===== src/rtl/lcd_debug_viewer.sv =====
// Debug viewer behind the lcd_module slot scanner: fixed status slots plus a paged
// window onto up to four debug channels, with channel/page/auto-scroll driven by commands.
module lcd_debug_viewer #(
  parameter int          NUM_CH        = 2,
  parameter int          ADDR_W        = 6,
  parameter int          DATA_W        = 32,
  parameter int          WIN           = 32,
  parameter int          SCROLL_CYCLES = 10000000,
  parameter logic [95:0] CH_NAMES      = {24'h0, 24'h0, "REG", "MEM"}
) (
  input  logic                     clk,
  input  logic                     resetn,
  input  logic [5:0]               display_number,
  input  logic                     input_valid,
  input  logic [31:0]              input_value,
  input  logic [31:0]              stat_in,
  output logic [ADDR_W-1:0]        dbg_addr,
  input  logic [NUM_CH*DATA_W-1:0] dbg_rdata,
  output logic                     display_valid,
  output logic [39:0]              display_name,
  output logic [31:0]              display_value,
  output logic [1:0]               cur_ch,
  output logic [7:0]               cur_page
);

  localparam int         DEPTH      = 1 << ADDR_W;
  localparam int         PAGES      = (DEPTH + WIN - 1) / WIN;
  localparam logic [7:0] LAST_PAGE  = 8'(PAGES - 1);
  localparam logic [8:0] PAGES_W    = 9'(PAGES);
  localparam logic [5:0] FIRST_SLOT = 6'd7;
  localparam logic [5:0] LAST_SLOT  = 6'(6 + WIN);
  localparam logic [31:0] TICK_AT   = 32'(SCROLL_CYCLES - 1);

  localparam logic [3:0] OP_SELCH = 4'h1;
  localparam logic [3:0] OP_SETPG = 4'h2;
  localparam logic [3:0] OP_PGUP  = 4'h3;
  localparam logic [3:0] OP_PGDN  = 4'h4;
  localparam logic [3:0] OP_AUTO  = 4'h5;

  logic [1:0]  cur_ch_q, cur_ch_d;
  logic [7:0]  cur_page_q, cur_page_d;
  logic        auto_q, auto_d;
  logic [31:0] cnt_q, cnt_d;

  logic [5:0]  slot_q;
  logic [31:0] idx_q, idx_d;
  logic [1:0]  ch_q;

  logic        valid_q, valid_d;
  logic [39:0] name_q, name_d;
  logic [31:0] value_q, value_d;

  logic [31:0] base;
  logic [7:0]  page_inc, page_dec;
  logic        accept;
  logic [3:0]  op;
  logic        unused_cmd_bits;

  logic [DATA_W-1:0] rd_ch [4];
  logic [23:0]       pfx   [4];

  assign unused_cmd_bits = ^input_value[27:8];

  assign base     = 32'(cur_page_q) * 32'(WIN);
  assign idx_d    = base + 32'(display_number) - 32'd7;
  assign dbg_addr = idx_d[ADDR_W-1:0];

  assign op       = input_value[31:28];
  assign page_inc = (cur_page_q == LAST_PAGE) ? 8'd0 : cur_page_q + 8'd1;
  assign page_dec = (cur_page_q == 8'd0) ? LAST_PAGE : cur_page_q - 8'd1;

  function automatic logic [7:0] hex_ascii(input logic [3:0] d);
    return (d < 4'd10) ? 8'h30 + {4'h0, d} : 8'h37 + {4'h0, d};
  endfunction

  // A command on the same edge as a scroll tick wins and swallows the tick.
  always_comb begin
    // NOTE: every signal written here gets a default first, so no latch is inferred.
    cur_ch_d   = cur_ch_q;
    cur_page_d = cur_page_q;
    auto_d     = auto_q;
    cnt_d      = cnt_q;
    accept     = 1'b0;
    if (input_valid) begin
      case (op)
        OP_SELCH: if ({1'b0, input_value[1:0]} < 3'(NUM_CH)) begin
          accept     = 1'b1;
          cur_ch_d   = input_value[1:0];
          cur_page_d = 8'd0;
        end
        OP_SETPG: if ({1'b0, input_value[7:0]} < PAGES_W) begin
          accept     = 1'b1;
          cur_page_d = input_value[7:0];
        end
        OP_PGUP: begin accept = 1'b1; cur_page_d = page_inc; end
        OP_PGDN: begin accept = 1'b1; cur_page_d = page_dec; end
        OP_AUTO: begin accept = 1'b1; auto_d = input_value[0]; end
        default: ;
      endcase
    end
    if (accept) begin
      cnt_d = 32'd0;
    end else if (auto_q) begin
      if (cnt_q == TICK_AT) begin
        cnt_d      = 32'd0;
        cur_page_d = page_inc;
      end else begin
        cnt_d = cnt_q + 32'd1;
      end
    end else begin
      cnt_d = 32'd0;
    end
  end

  always_comb begin
    for (int c = 0; c < 4; c++) begin
      rd_ch[c] = '0;
      pfx[c]   = CH_NAMES[c*24 +: 24];
    end
    for (int c = 0; c < NUM_CH; c++) rd_ch[c] = dbg_rdata[c*DATA_W +: DATA_W];
  end

  always_comb begin
    valid_d = 1'b0;
    name_d  = '0;
    value_d = '0;
    case (slot_q)
      6'd1: begin valid_d = 1'b1; name_d = "CHAN "; value_d = 32'(cur_ch_q);   end
      6'd2: begin valid_d = 1'b1; name_d = "PAGE "; value_d = 32'(cur_page_q); end
      6'd3: begin valid_d = 1'b1; name_d = "PAGES"; value_d = 32'(PAGES);      end
      6'd4: begin valid_d = 1'b1; name_d = "BASE "; value_d = base;            end
      6'd5: begin valid_d = 1'b1; name_d = "AUTO "; value_d = 32'(auto_q);     end
      6'd6: begin valid_d = 1'b1; name_d = "STAT "; value_d = stat_in;         end
      default: begin
        // Slots past DEPTH on a partial last page stay blank.
        if (slot_q >= FIRST_SLOT && slot_q <= LAST_SLOT && idx_q < 32'(DEPTH)) begin
          valid_d                = 1'b1;
          name_d                 = {pfx[ch_q], hex_ascii(idx_q[7:4]), hex_ascii(idx_q[3:0])};
          value_d[DATA_W-1:0]    = rd_ch[ch_q];
        end
      end
    endcase
  end

  always_ff @(posedge clk or negedge resetn) begin
    if (!resetn) begin
      cur_ch_q   <= 2'd0;
      cur_page_q <= 8'd0;
      auto_q     <= 1'b0;
      cnt_q      <= 32'd0;
      slot_q     <= 6'd0;
      idx_q      <= 32'd0;
      ch_q       <= 2'd0;
      valid_q    <= 1'b0;
      name_q     <= '0;
      value_q    <= '0;
    end else begin
      // NOTE: non-blocking assignments let every register see pre-edge values.
      cur_ch_q   <= cur_ch_d;
      cur_page_q <= cur_page_d;
      auto_q     <= auto_d;
      cnt_q      <= cnt_d;
      slot_q     <= display_number;
      idx_q      <= idx_d;
      ch_q       <= cur_ch_q;
      valid_q    <= valid_d;
      name_q     <= name_d;
      value_q    <= value_d;
    end
  end

  assign display_valid = valid_q;
  assign display_name  = name_q;
  assign display_value = value_q;
  assign cur_ch        = cur_ch_q;
  assign cur_page      = cur_page_q;

endmodule

===== config.mk =====
export PLATFORM = sky130hd
export DESIGN_NAME = lcd_debug_viewer
export DESIGN_NICKNAME = d
export VERILOG_FILES = /design/src/rtl/lcd_debug_viewer.sv
export SDC_FILE = /design/constraint.sdc
export NUM_CORES = 1
export LEC_CHECK = 0
export CAP_MARGIN = 20
export CORE_ASPECT_RATIO = 0.5
export CORE_MARGIN = 3
export CORE_UTILIZATION = 25
export CTS_CLUSTER_DIAMETER = 200
export CTS_CLUSTER_SIZE = 25
export DETAILED_ROUTE_END_ITERATION = 7
export GPL_ROUTABILITY_DRIVEN = 0
export PLACE_DENSITY = 0.6
export SYNTH_ARGS = -nofsm -noshare
export SYNTH_HDL_FRONTEND = slang
export SYNTH_SLANG_ARGS = --single-unit

===== constraint.sdc =====
create_clock -name clk -period 3.18 [get_ports clk]
set_input_delay 0.636 -clock clk [delete_from_list [all_inputs] [get_ports clk]]
set_output_delay 0.636 -clock clk [all_outputs]
set_load 0.1 [all_outputs]

Word-level counts from Yosys, hierarchy flattened
Index checks and enable logic that the tools add are counted.

storage, ports and cells
  flip-flop bits (word level) = 139
  word-level logic and storage cells = 78
  bits of input ports = 137

operators by class
  add/subtract/negate cells = 9
  multiplexer cells = 30
  equal/unequal tests = 13
  reduce and logical (&&, ||, !) cells = 7
  order comparisons = 8
  bitwise logic cells = 1

operators by type and width
  operator               count
  $pmux 40 s6            1
  $mux 32                6
  $pmux 32 s6            1
  $bmux 32 s2            1
  $mux 8                 8
  $bmux 24 s2            1
  $mux 24                2
  $mux 40                1
  $add 32x1->32 const B  1
  $eq 32x24->1 const B   1
  $lt 32x7->1 const B    1
  $pmux 8 s4             1
  $add 6x4->7 const A    4
  $eq 6x3->1 const B     3
  $sub 14x3->15 const B  1
  $add 13x6->14          1
  $mux 7                 2
  $eq 6x2->1 const B     2
  $add 8x1->8 const B    1
  $eq 4x2->1 const B     2
  $eq 4x3->1 const B     2
  $eq 8x1->1 const B     1
  $logic_not 8->1        1
  $lt 4x4->1 const B     2
  other kinds (16)       21

Depth between registers and ports, before layout
  depth in word-level cells = 7
  gate-level depth with buffers = 11
  gate-level depth less buffers = 10

Worst setup path before layout
OpenSTA, ideal clock, no wires.

  path kind = register to register
  start point = register cur_page_q[0], in the netlist cur_page[0]
  end point = register, netlist name idx_q[14]
  cell stages (with the launch flop) = 11
  path slack = 0.044 ns
  arrival = 3.017 ns
  buffers on the path = 1
  data required time = 3.061 ns
  cell sequence = dfrtp_1 > clkbuf_1 > inv_1 > ha_1 > inv_1 > ha_1 > o21a_1 > a21oi_1 > o41ai_1 > a211oi_1 > o21a_1

between the ends
  longest elaborated chain between the ends = 2

RTL lines
  what                    line  source
  start, declared         41    logic [7:0] cur_page_q, cur_page_d;
  start signal, assigned  160   cur_page_q <= cur_page_d;
  $add 13x6->14           65    assign idx_d = base + 32'(display_number) - 32'd7;
  $sub 14x3->15           65
  via idx_d[14]           46    logic [31:0] idx_q, idx_d;

The timed path passes the listed nets, and every way through them passes these cells.
A chain may end at the register's enable or synchronous reset.

Final worst setup path
  start point = input port display_number[5]
  end point = output port dbg_addr[5]

between the ends
  longest elaborated chain between the ends = 2

RTL lines
  what             line  source
  start, declared  13    input logic [5:0] display_number,
  $add 13x6->14    65
  $sub 14x3->15    65
  end, declared    17    output logic [ADDR_W-1:0] dbg_addr,

Every way passes these cells.

==> results.json <==
{
  "status": "finished clean",
  "leakage_nw": 4.286,
  "grt_pass1_vias": 5769,
  "cts_resized": 0,
  "routed_via_density": 4.540,
  "reg2reg_slack_ns": 0.49,
  "clock_path_buffers": 2,
  "drtAntennaViolNets": 0,
  "powerDensity_nw_per_um2": 636.6,
  "die_y_um": 122.1,
  "reg2reg_from": "cur_page[2]$_DFF_PN0_",
  "cts_tree": "built",
  "worstSkewPairLatency_ns": 0.42,
  "fin_crit_ns": 2.977,
  "fin_crit_sh_pct": 93.61,
  "drive_gt1_share_pct": 18.69,
  "cts_root_buffer": "clkbuf_16",
  "cp.arrival_ns": 2.34,
  "drt-pass1-iter-count": 5,
  "grt_max_degree": 47,
  "cts_setup_buffers": 0,
  "finClkSkew_ns": 0.009565,
  "hold_buffers": 0,
  "syn_area_sq_um": 6736,
  "place_hpwl_mm": 15.39,
  "setup_ws_ns": 0.2032,
  "synth-edff-count": 0,
  "portBuffers": 196,
  "crit_type": "in2out",
  "drtIter0Drc": 351,
  "start_util_pct": 26.05,
  "fmax_ghz": 0.3359,
  "wirelength_mm": 20.04,
  "grt_overflow_total": 0,
  "antenna_found_initial": 1,
  "post-route-cell-area_sq_um": 9508,
  "placed_cell_area_sq_um": 8961,
  "core.rowCount": 41,
  "cts_buffers": 17,
  "pin_count": 226,
  "path_max_fanout": 4,
  "startpoint": "display_number[5]",
  "place_ws_ns": 0.03134,
  "cap_violations": 0,
  "synth_ff_type": "dfrtp_1",
  "htree_num_levels": 4,
  "slew_headroom_pct": 60.55,
  "finalSetupViolCount": 0,
  "required_ns": 2.54,
  "hold_class": "in2async",
  "r2r_end": "idx_q[13]$_DFF_PN0_",
  "synth.distinct_cells": 72,
  "synth_seq_cells": 126,
  "final_hold_viol_count": 0,
  "tns_ns": 0,
  "r2r.worst_path.cells": 9,
  "clk_pin_slew_ns": 0.06,
  "track_usage_pct": 13.99,
  "final_max_slew_viol_count": 0,
  "final_core_util_pct": 36.77,
  "cts_sinks": 126,
  "die_area_sq_um": 29070,
  "coreArea_sq_um": 25850,
  "wire_per_inst_um": 16.25,
  "synth-async-reset-ratio_pct": 100.0,
  "layout.nets": 1046,
  "rsz0062_at_grt": "false",
  "critPathLaunchType": "primary input",
  "ir_worst_vdd_mv": 0.2672,
  "grt_pass1_wl_mm": 31.61,
  "syn-mean-instance-area_sq_um": 10.02,
  "cp-end-kind": "output pin",
  "postSynthCellCount": 672,
  "syn_to_final_growth_pct": 41.14,
  "vias": 5598,
  "instances_no_fill": 1233,
  "die_x_um": 238.1,
  "drc": 0,
  "dp_cells": 1200,
  "ys_warn_count": 0,
  "tightest_slew_ns": 0.5918,
  "synth_seq_area_share_pct": 46.81
}
[cell type report]
class,count,area (sq um)
fillers,2586,16350
multi-input cells,471,3216
flip-flops and latches,126,3154
repair buffers,220,2014
clock buffers,18,439.2
well taps,344,430.4
inverters,39,146.4
clock inverters,14,105.1
diodes,1,2.502
[how the worst max path moves through the flow]
stage / end / slack [ns]
floorplan: idx_q[14]$_DFF_PN0_ / 0.04
global placement: idx_q[13]$_DFF_PN0_ / 0.06
detailed placement: idx_q[13]$_DFF_PN0_ / 0.03
CTS: dbg_addr[5] / 0.18
global route: dbg_addr[5] / 0.07
finish: dbg_addr[5] / 0.20
[worst max-delay path, cell delays in order]
cell and delay, ns:
clkdlybuf4s50_1 0.48, inv_1 0.05, ha_1 0.26, inv_1 0.04, ha_1 0.32, xnor2_1 0.33, buf_12 0.22
[layer usage]
layer / GRT usage, % / vias to the layer above / share of wire [%]
met1: 16.08 / 2724 / 41
met2: 25.87 / 105 / 53
li1: - / 2731 / -
met4: 6.486 / 0 / 3.5
met3: 2.149 / 38 / 2.6
met5: 0 / - / 0
[synth_stat cells, types with 3 or more instances]
cell type / count / area share, %
a211oi_1: 4 / 0.45
a21boi_0: 3 / 0.33
a21oi_1: 23 / 1.7
and2_1: 5 / 0.46
and3_1: 7 / 0.65
and3_2: 3 / 0.33
buf_4: 19 / 2.1
clkbuf_1: 20 / 1.1
dfrtp_1: 126 / 47
ha_1: 34 / 6.3
inv_1: 38 / 2.1
mux2i_1: 43 / 6.4
nand2_1: 53 / 3.0
nand3_1: 21 / 1.6
nand3b_1: 3 / 0.33
nand4_1: 7 / 0.65
nor2_1: 59 / 3.3
nor2b_1: 3 / 0.28
nor3_1: 10 / 0.74
nor4_1: 8 / 0.74
nor4b_2: 3 / 0.67
o21a_1: 6 / 0.67
o21ai_0: 45 / 3.3
o22ai_1: 17 / 1.6
or3_1: 7 / 0.65
or4_1: 5 / 0.56
xnor2_1: 29 / 3.8
xor2_1: 13 / 1.7
[sequential cells by signal, summed over array words and instances, names as in the netlist, 2 cells and up]
register       flops
ch_q               2
display_value     32
display_name      27
slot_q             6
cur_ch             2
idx_q             15
cnt_q             32
cur_page           8
[per-stage QoR]
stage | hold slack [ns] | power (W)
after floorplan | 0.3404 | 0.003519
after global placement | 0.4620 | 0.004241
after detailed placement | 0.4677 | 0.004279
after CTS | 0.2076 | 0.006117
after global routing | 0.2212 | 0.006417
final | 0.1951 | 0.006053
[cell usage in the layout, fill, tap and decap left out, types with 7 or more instances in the layout]
cell type        netlist  final
dfrtp_1              126    125
clkdlybuf4s50_1        0    115
buf_4                 19     99
nor2_1                59     58
nand2_1               53     53
o21ai_0               45     45
mux2i_1               43     43
inv_1                 38     38
ha_1                  34     34
xnor2_1               29     29
a21oi_1               23     23
nand3_1               21     21
o22ai_1               17     17
clkbuf_16              0     17
xor2_1                13     13
nor3_1                10     10
conb_1                 1      9
nor4_1                 8      8
nand4_1                7      7
or3_1                  7      7
and3_1                 7      7
[kinds of logic (layout without fill, tap and decap cells)]
family,count (synthesis),after routing,synth area share [%]
and+or+nand+nor,215,215,16.62
AOI/OAI and AO/OA,126,126,12.07
adders and majority gates,34,34,6.315
DFF,126,126,46.81
buffers and inverters,83,291,5.943
other,1,10,0.05567
muxes,45,45,6.724
xor gates and xnor gates,42,42,5.461
[report_power, final]
part / total, W / switching, W / leakage, nW / internal (W)
clock network: 0.00182 / 0.000792 / 0.268 / 0.00103
registers: 0.00189 / 0.000131 / 1.69 / 0.00176
logic: 0.00235 / 0.00148 / 2.33 / 0.000865
total: 0.00605 / 0.00240 / 4.29 / 0.00365
Power figures use the tool's default switching activity.
